<file path="config.mk">
export PLATFORM = sky130hd
export DESIGN_NAME = fft_out_reorder
export DESIGN_NICKNAME = d
export VERILOG_FILES = /design/src/rtl/fft_pkg.sv /design/src/rtl/fft_out_bank.sv /design/src/rtl/fft_out_reorder.sv
export SDC_FILE = /design/constraint.sdc
export NUM_CORES = 2
export LEC_CHECK = 0
export CAP_MARGIN = 0
export CORE_MARGIN = 1
export CORE_UTILIZATION = 55
export DETAILED_ROUTE_END_ITERATION = 12
export HOLD_SLACK_MARGIN = 0.15
export PLACE_DENSITY = 0.72
export RECOVER_POWER = 25
export SYNTH_ARGS = -nofsm -noshare
export SYNTH_HDL_FRONTEND = slang
export SYNTH_SLANG_ARGS = --single-unit
</file>
<file path="constraint.sdc">
create_clock -name CLK -period 21.5 [get_ports CLK]
set_clock_uncertainty 0.15 [all_clocks]
set_input_delay 4.3 -clock CLK [delete_from_list [all_inputs] [get_ports CLK]]
set_output_delay 4.3 -clock CLK [all_outputs]
set_load 0.01 [all_outputs]
</file>
<file path="src/rtl/fft_pkg.sv">
// fft_pkg: shared sizes, FSM state types and output address map
// for the FFT output reorder buffer. Macro: FFT_OUT_DIGITREV_EN.
package fft_pkg;

  localparam int NB    = 16;
  localparam int NPT   = 32;
  localparam int LANES = 4;
  localparam int BEATS = 8;
  localparam int AW    = 5;

  typedef enum logic {
    W_IDLE,
    W_FILL
  } wr_state_t;

  typedef enum logic {
    R_IDLE,
    R_STREAM
  } rd_state_t;

  // Bin k = k0 + 4*k1 + 16*k2 lands at 8*k0 + 2*k1 + k2.
  function automatic logic [AW-1:0] out_addr(
    input logic [AW-1:0] k
  );
`ifdef FFT_OUT_DIGITREV_EN
    return {k[1:0], k[3:2], k[4]};
`else
    return k;
`endif
  endfunction

endpackage

</file>
<file path="src/rtl/fft_out_bank.sv">
// fft_out_bank: two ping-pong banks of DEPTH x W samples.
// Ports: 4-lane beat write (wr_*), one synchronous read (rd_*).
module fft_out_bank
  import fft_pkg::*;
#(
  parameter int W     = 2 * NB,
  parameter int DEPTH = NPT
) (
  input  logic                clk,
  input  logic                rst_n,
  input  logic                wr_en,
  input  logic                wr_bank,
  input  logic [LANES*AW-1:0] wr_addr,
  input  logic [LANES*W-1:0]  wr_data,
  input  logic                rd_en,
  input  logic                rd_bank,
  input  logic [AW-1:0]       rd_addr,
  output logic [W-1:0]        rd_data
);

  logic [W-1:0] mem [2*DEPTH];

  always_ff @(posedge clk) begin
    if (wr_en) begin
      for (int l = 0; l < LANES; l++) begin
        mem[{wr_bank, wr_addr[l*AW +: AW]}]
          <= wr_data[l*W +: W];
      end
    end
  end

  always_ff @(posedge clk or negedge rst_n) begin
    if (!rst_n) begin
      rd_data <= '0;
    end else if (rd_en) begin
      rd_data <= mem[{rd_bank, rd_addr}];
    end
  end

endmodule

</file>
<file path="src/rtl/fft_out_reorder.sv">
// fft_out_reorder: 8-beat x 4-lane FFT frames in, serial bins out.
// In: CLK, RST, IN_START, IN_R, IN_I, OUT_READY.
// Out: OUT_VALID, OUT_R, OUT_I, OUT_IDX, OUT_LAST, OVF.
// Macro FFT_OUT_DIGITREV_EN enables digit-reversed write order.
module fft_out_reorder
  import fft_pkg::*;
#(
  parameter int NB  = fft_pkg::NB,
  parameter int NPT = fft_pkg::NPT
) (
  input  logic            CLK,
  input  logic            RST,
  input  logic            IN_START,
  input  logic [NB*4-1:0] IN_R,
  input  logic [NB*4-1:0] IN_I,
  output logic            OUT_VALID,
  input  logic            OUT_READY,
  output logic [NB-1:0]   OUT_R,
  output logic [NB-1:0]   OUT_I,
  output logic [4:0]      OUT_IDX,
  output logic            OUT_LAST,
  output logic            OVF
);

  localparam int W  = 2 * NB;
  localparam int BW = $clog2(BEATS);

  wr_state_t w_state, w_next;
  rd_state_t r_state, r_next;

  logic [BW-1:0] beat, beat_next, wr_beat;
  logic          wbank, wbank_next;
  logic          rbank, rbank_next;
  logic [1:0]    full, full_next;
  logic [AW-1:0] raddr, raddr_next;

  logic start_ok, start_bad, cont;
  logic accept, last_acc, free, fill_done;
  logic ready_r, ready_o, idle_go, step;
  logic wr_en, ld, ld_bank;
  logic [AW-1:0] ld_addr;

  logic [LANES*AW-1:0] wr_addr;
  logic [LANES*W-1:0]  wr_data;
  logic [W-1:0]        rd_data;

  assign accept   = (r_state == R_STREAM) && OUT_READY;
  assign last_acc = accept && (raddr == AW'(NPT - 1));

  // A bank released by the final accept may be refilled at once.
  assign free = !full[wbank] || (last_acc && (rbank == wbank));

  assign start_ok  = IN_START && ((w_state == W_FILL) || free);
  assign start_bad = IN_START && !start_ok;
  assign cont      = !IN_START && (w_state == W_FILL);

  always_comb begin
    w_next     = w_state;
    beat_next  = beat;
    wbank_next = wbank;
    wr_beat    = beat;
    wr_en      = 1'b0;
    fill_done  = 1'b0;
    OVF        = 1'b0;
    unique case (1'b1)
      start_ok: begin
        wr_beat   = '0;
        wr_en     = 1'b1;
        beat_next = BW'(1);
        w_next    = W_FILL;
      end
      start_bad: begin
        OVF = 1'b1;
      end
      cont: begin
        wr_en     = 1'b1;
        beat_next = beat + 1'b1;
        if (beat == BW'(BEATS - 1)) begin
          fill_done  = 1'b1;
          w_next     = W_IDLE;
          wbank_next = ~wbank;
        end
      end
      default: ;
    endcase
  end

  // A bank completing this cycle counts as full for the reader.
  assign ready_r = full[rbank]
                 || (fill_done && (wbank == rbank));
  assign ready_o = full[~rbank]
                 || (fill_done && (wbank == ~rbank));
  assign idle_go = (r_state == R_IDLE) && ready_r;
  assign step    = accept && !last_acc;

  always_comb begin
    r_next     = r_state;
    rbank_next = rbank;
    raddr_next = raddr;
    full_next  = full;
    ld         = 1'b0;
    ld_bank    = rbank;
    ld_addr    = raddr;
    if (fill_done) begin
      full_next[wbank] = 1'b1;
    end
    unique case (1'b1)
      idle_go: begin
        ld         = 1'b1;
        ld_addr    = '0;
        raddr_next = '0;
        r_next     = R_STREAM;
      end
      step: begin
        ld         = 1'b1;
        ld_addr    = raddr + 1'b1;
        raddr_next = raddr + 1'b1;
      end
      last_acc: begin
        full_next[rbank] = 1'b0;
        rbank_next       = ~rbank;
        raddr_next       = '0;
        if (ready_o) begin
          ld      = 1'b1;
          ld_bank = ~rbank;
          ld_addr = '0;
        end else begin
          r_next = R_IDLE;
        end
      end
      default: ;
    endcase
  end

  always_ff @(posedge CLK or negedge RST) begin
    if (!RST) begin
      w_state <= W_IDLE;
      r_state <= R_IDLE;
      beat    <= '0;
      wbank   <= 1'b0;
      rbank   <= 1'b0;
      full    <= '0;
      raddr   <= '0;
    end else begin
      w_state <= w_next;
      r_state <= r_next;
      beat    <= beat_next;
      wbank   <= wbank_next;
      rbank   <= rbank_next;
      full    <= full_next;
      raddr   <= raddr_next;
    end
  end

  // Lane 0 sits in the MSBs of IN_R / IN_I; bin k = 4*beat + lane.
  always_comb begin
    wr_addr = '0;
    wr_data = '0;
    for (int l = 0; l < LANES; l++) begin
      wr_addr[l*AW +: AW] =
        out_addr(AW'(int'(wr_beat) * LANES + l));
      wr_data[l*W +: W] = {
        IN_R[(LANES-1-l)*NB +: NB],
        IN_I[(LANES-1-l)*NB +: NB]
      };
    end
  end

  fft_out_bank #(
    .W     (W),
    .DEPTH (NPT)
  ) u_bank (
    .clk     (CLK),
    .rst_n   (RST),
    .wr_en   (wr_en),
    .wr_bank (wbank),
    .wr_addr (wr_addr),
    .wr_data (wr_data),
    .rd_en   (ld),
    .rd_bank (ld_bank),
    .rd_addr (ld_addr),
    .rd_data (rd_data)
  );

  assign OUT_VALID = (r_state == R_STREAM);
  assign OUT_IDX   = raddr;
  assign OUT_LAST  = OUT_VALID && (raddr == AW'(NPT - 1));
  assign OUT_R     = rd_data[W-1:NB];
  assign OUT_I     = rd_data[NB-1:0];

endmodule

</file>
==> flow_metrics.py <==
metrics = {
    "logic_synthesis": {
        "synth.avg_cell_area_um2": 15.2,
        "async_reset_ff_frac": 0.0220,
        "ys_seq_area_frac": 0.749,
        "synth-main-ff-cell": "edfxtp_1",
        "syn-num-nets": 5634,
        "yosysUniqueCellTypes": 95,
        "ys.warnings.count": 0,
        "synth-seq-cells": 2094,
        "synthCells": 5498,
        "synth_edf_count": 2048,
        "synthesis.area_um2": 83700,
    },
    "worst_setup_path": {
        "cp_max_fo": 11,
        "arrival_ns": 6.56,
        "rrSetupSlack_ns": 14.11,
        "r2r_start": "OUT_IDX[1]",
        "required_ns": 17.05,
        "crit_slowest_cell": "dlygate4sd3_1",
        "criticalPathCategory": "in -> out",
        "critPathCaptureType": "output pin",
        "cp-startpoint": "OUT_READY",
        "path_cells": "dlygate4sd3_1 -> inv_2 -> nor2_1 -> a211oi_1 -> and2_1 -> clkdlybuf4s50_1",
        "critPathLaunchType": "primary input",
        "worstRegToRegCells": 16,
        "r2r_end": "u_bank.rd_data[28]",
        "cpPeakStageDelay_ns": 0.68,
    },
    "routing": {
        "wl_per_cell_um": 30.7,
        "viasPerCell": 6.68,
        "dr.pass1.iters": 8,
        "ant_nets": 0,
        "drt_iter0_drc": 7192,
        "post-route-drc-count": 0,
        "wirelength_um": 239000,
        "vias": 52131,
    },
    "place": {
        "gp_congestion": 0.844,
        "dp_slack_ns": 10.14,
        "hpwl_um": 125000,
        "numPortBuffers": 171,
    },
    "timing": {
        "rsz0062_at_grt": "no",
        "max_freq_ghz": 0.0908,
        "max_slew_margin": 0.0969,
        "layout_setup_ws_ns": 10.49,
        "finalCriticalPeriod_ns": 11.01,
        "worst_pin_slew_ns": 1.35,
        "hold_violations": 0,
        "finalCritPeriodShare": 0.512,
        "maxSlewViolCount": 0,
        "setup_viol": 0,
        "finalSetupTns_ns": 0,
        "hold_slack_ns": 0.434,
    },
    "clock_network": {
        "clkSinkCount": 2094,
        "cts_tree": "yes",
        "cts_hold_buf": 0,
        "clockBufferDepth": 3,
        "cts.repair.resized": 0,
        "postCtsSetupBuffers": 0,
        "htreeDepth": 4,
        "cts-root-buf": "clkbuf_16",
        "cts-buffers-inserted": 199,
        "clk_pin_slew_ns": 0.06,
        "insertion_delay_ns": 0.84,
    },
    "cells_and_area": {
        "final_cell_mix": "2,048 x edfxtp_1, 981 x nand2_1, 432 x mux2i_1, 335 x nand3_1, 203 x clkbuf_16",
        "syn2layout_area_growth_pct": 11.9,
        "final_common_cell": "edfxtp_1",
        "drive_gt1_frac": 0.0891,
        "fin_nets": 5741,
    },
    "die": {
        "die-area_um2": 154000,
        "die_h_um": 392,
        "die_width_um": 392,
        "start_util": 0.557,
        "rows": 142,
        "ios": 172,
        "core_um2": 150000,
    },
    "job": {
        "maxCapViolCount": 0,
    },
    "grt": {
        "grt_max_degree": 145,
        "grt_util_all_layers": 0.310,
        "grt_first_pass_wirelength_um": 344000,
        "grt_pass1_vias": 49754,
        "grt_overflow_total": 0,
        "antenna_found_initial": 37,
    },
    "pwr": {
        "peakVddDrop_mv": 0.172,
        "powerDensity_nw_per_um2": 145,
        "leakagePower_uw": 0.0315,
    },
    "worst_hold_path": {
        "min_from": "u_bank.rd_data[11]",
        "hold_depth": 2,
        "hold_class": "reg -> reg",
        "hold_end": "u_bank.rd_data[11]",
    },
    "run_status": {
        "outcome": "completed",
    },
}
worst max-delay path by stage:
stage | to | slack [ns] | cells past startpoint
floorplan | u_bank.mem[10][0] | 2.85 | 9
global placement | u_bank.rd_data[31] | 10.36 | 14
detailed placement | u_bank.rd_data[28] | 10.14 | 14
CTS | OVF | 10.57 | 6
global route | OVF | 10.44 | 6
finish | OVF | 10.49 | 6
cells in the mapped netlist (8+ instances only):
cell type     n  share of area
edfxtp_1   2048           0.74
nand2_1     991          0.044
mux2i_1     432          0.052
nand3_1     336          0.020
a211oi_1    167          0.015
buf_2       160         0.0096
clkbuf_1    116         0.0052
a21oi_1     114         0.0068
and4_1       88         0.0092
a31oi_1      82         0.0061
nor2_1       80         0.0036
o21ai_0      80         0.0048
buf_4        61         0.0055
o22ai_1      57         0.0043
dfrtp_1      46          0.014
a311oi_1     39         0.0041
a32oi_1      38         0.0040
nand4_1      37         0.0028
a221oi_1     29         0.0030
and3_1       28         0.0021
a211o_1      25         0.0026
mux2_2       25         0.0034
o2111ai_1    24         0.0025
buf_6        23         0.0031
nor3_1       20         0.0012
o211ai_1     18         0.0016
a221o_1      17         0.0020
o31a_1       17         0.0018
a21o_1       16         0.0014
buf_1        16        0.00072
a22oi_1      13         0.0012
o221a_2      13         0.0017
a2111oi_0    12         0.0013
o21bai_1     12         0.0011
o32ai_1      12         0.0013
a311o_1      11         0.0013
nor4_1       11        0.00082
o2bb2ai_1    11         0.0012
o31ai_1      11        0.00099
o2111a_1     10         0.0013
o21a_1        8        0.00072
o221ai_1      8        0.00084
per-stage QoR:
stage / util / total power [uW] / cell area, um^2 / std cells
after floorplan: - / 8340 / 83700 / 5498
after global placement: 0.580 / 9970 / 87100 / 7420
after detailed placement: 0.580 / 10000 / 87100 / 7420
after CTS: 0.623 / 13500 / 93600 / 7793
after global routing: 0.623 / 14000 / 93600 / 7798
final: 0.623 / 13600 / 93600 / 7803
registers in the layout, summed over array words and instances (netlist names):
name / cells
OUT_IDX: 5
OUT_VALID: 1
beat: 3
full: 2
rbank: 1
u_bank.mem: 2048
u_bank.rd_data: 32
w_state: 1
wbank: 1
metal layers:
metal  track usage  up-vias  part of all wire
li1              -    21694                 -
met1         0.436    26255              0.38
met2         0.473     3606              0.45
met3        0.0779      544              0.13
met4         0.112       32             0.037
met5             0        -           0.00089
logic make-up after synthesis:
| kind of cell | synth area share |
|---|---|
| and+or+nand+nor | 0.0891 |
| adders and majority gates | 0.000598 |
| buffers and inverters | 0.0253 |
| DFF | 0.749 |
| muxes | 0.0553 |
| xor gates and xnor gates | 0.000419 |
| AOI/OAI and AO/OA | 0.0803 |
final cells by class:
cell class / count / area (um^2)
Antenna cell: 10 / 25.0
Clock buffer: 267 / 5450
Clock inverter: 106 / 982
Fill cell: 10653 / 56700
Inverter: 7 / 26.3
Multi-Input combinational cell: 3016 / 19200
Sequential cell: 2094 / 62700
Tap cell: 2016 / 2520
Timing Repair Buffer: 287 / 2730
critical path, delay by kind of cell:
family | cells | cell delay, ns
compound gates | 1 | 0.57
simple gates | 2 | 0.34
buf+inv | 3 | 1.35
where the power goes:
group	internal [uW]	leakage (uW)	total [uW]	switching, uW
combinational	1500	0.00928	5100	3590
clock	1950	0.00316	3450	1500
sequential	4860	0.0191	5010	149
Power figures use the tool's default switching activity.
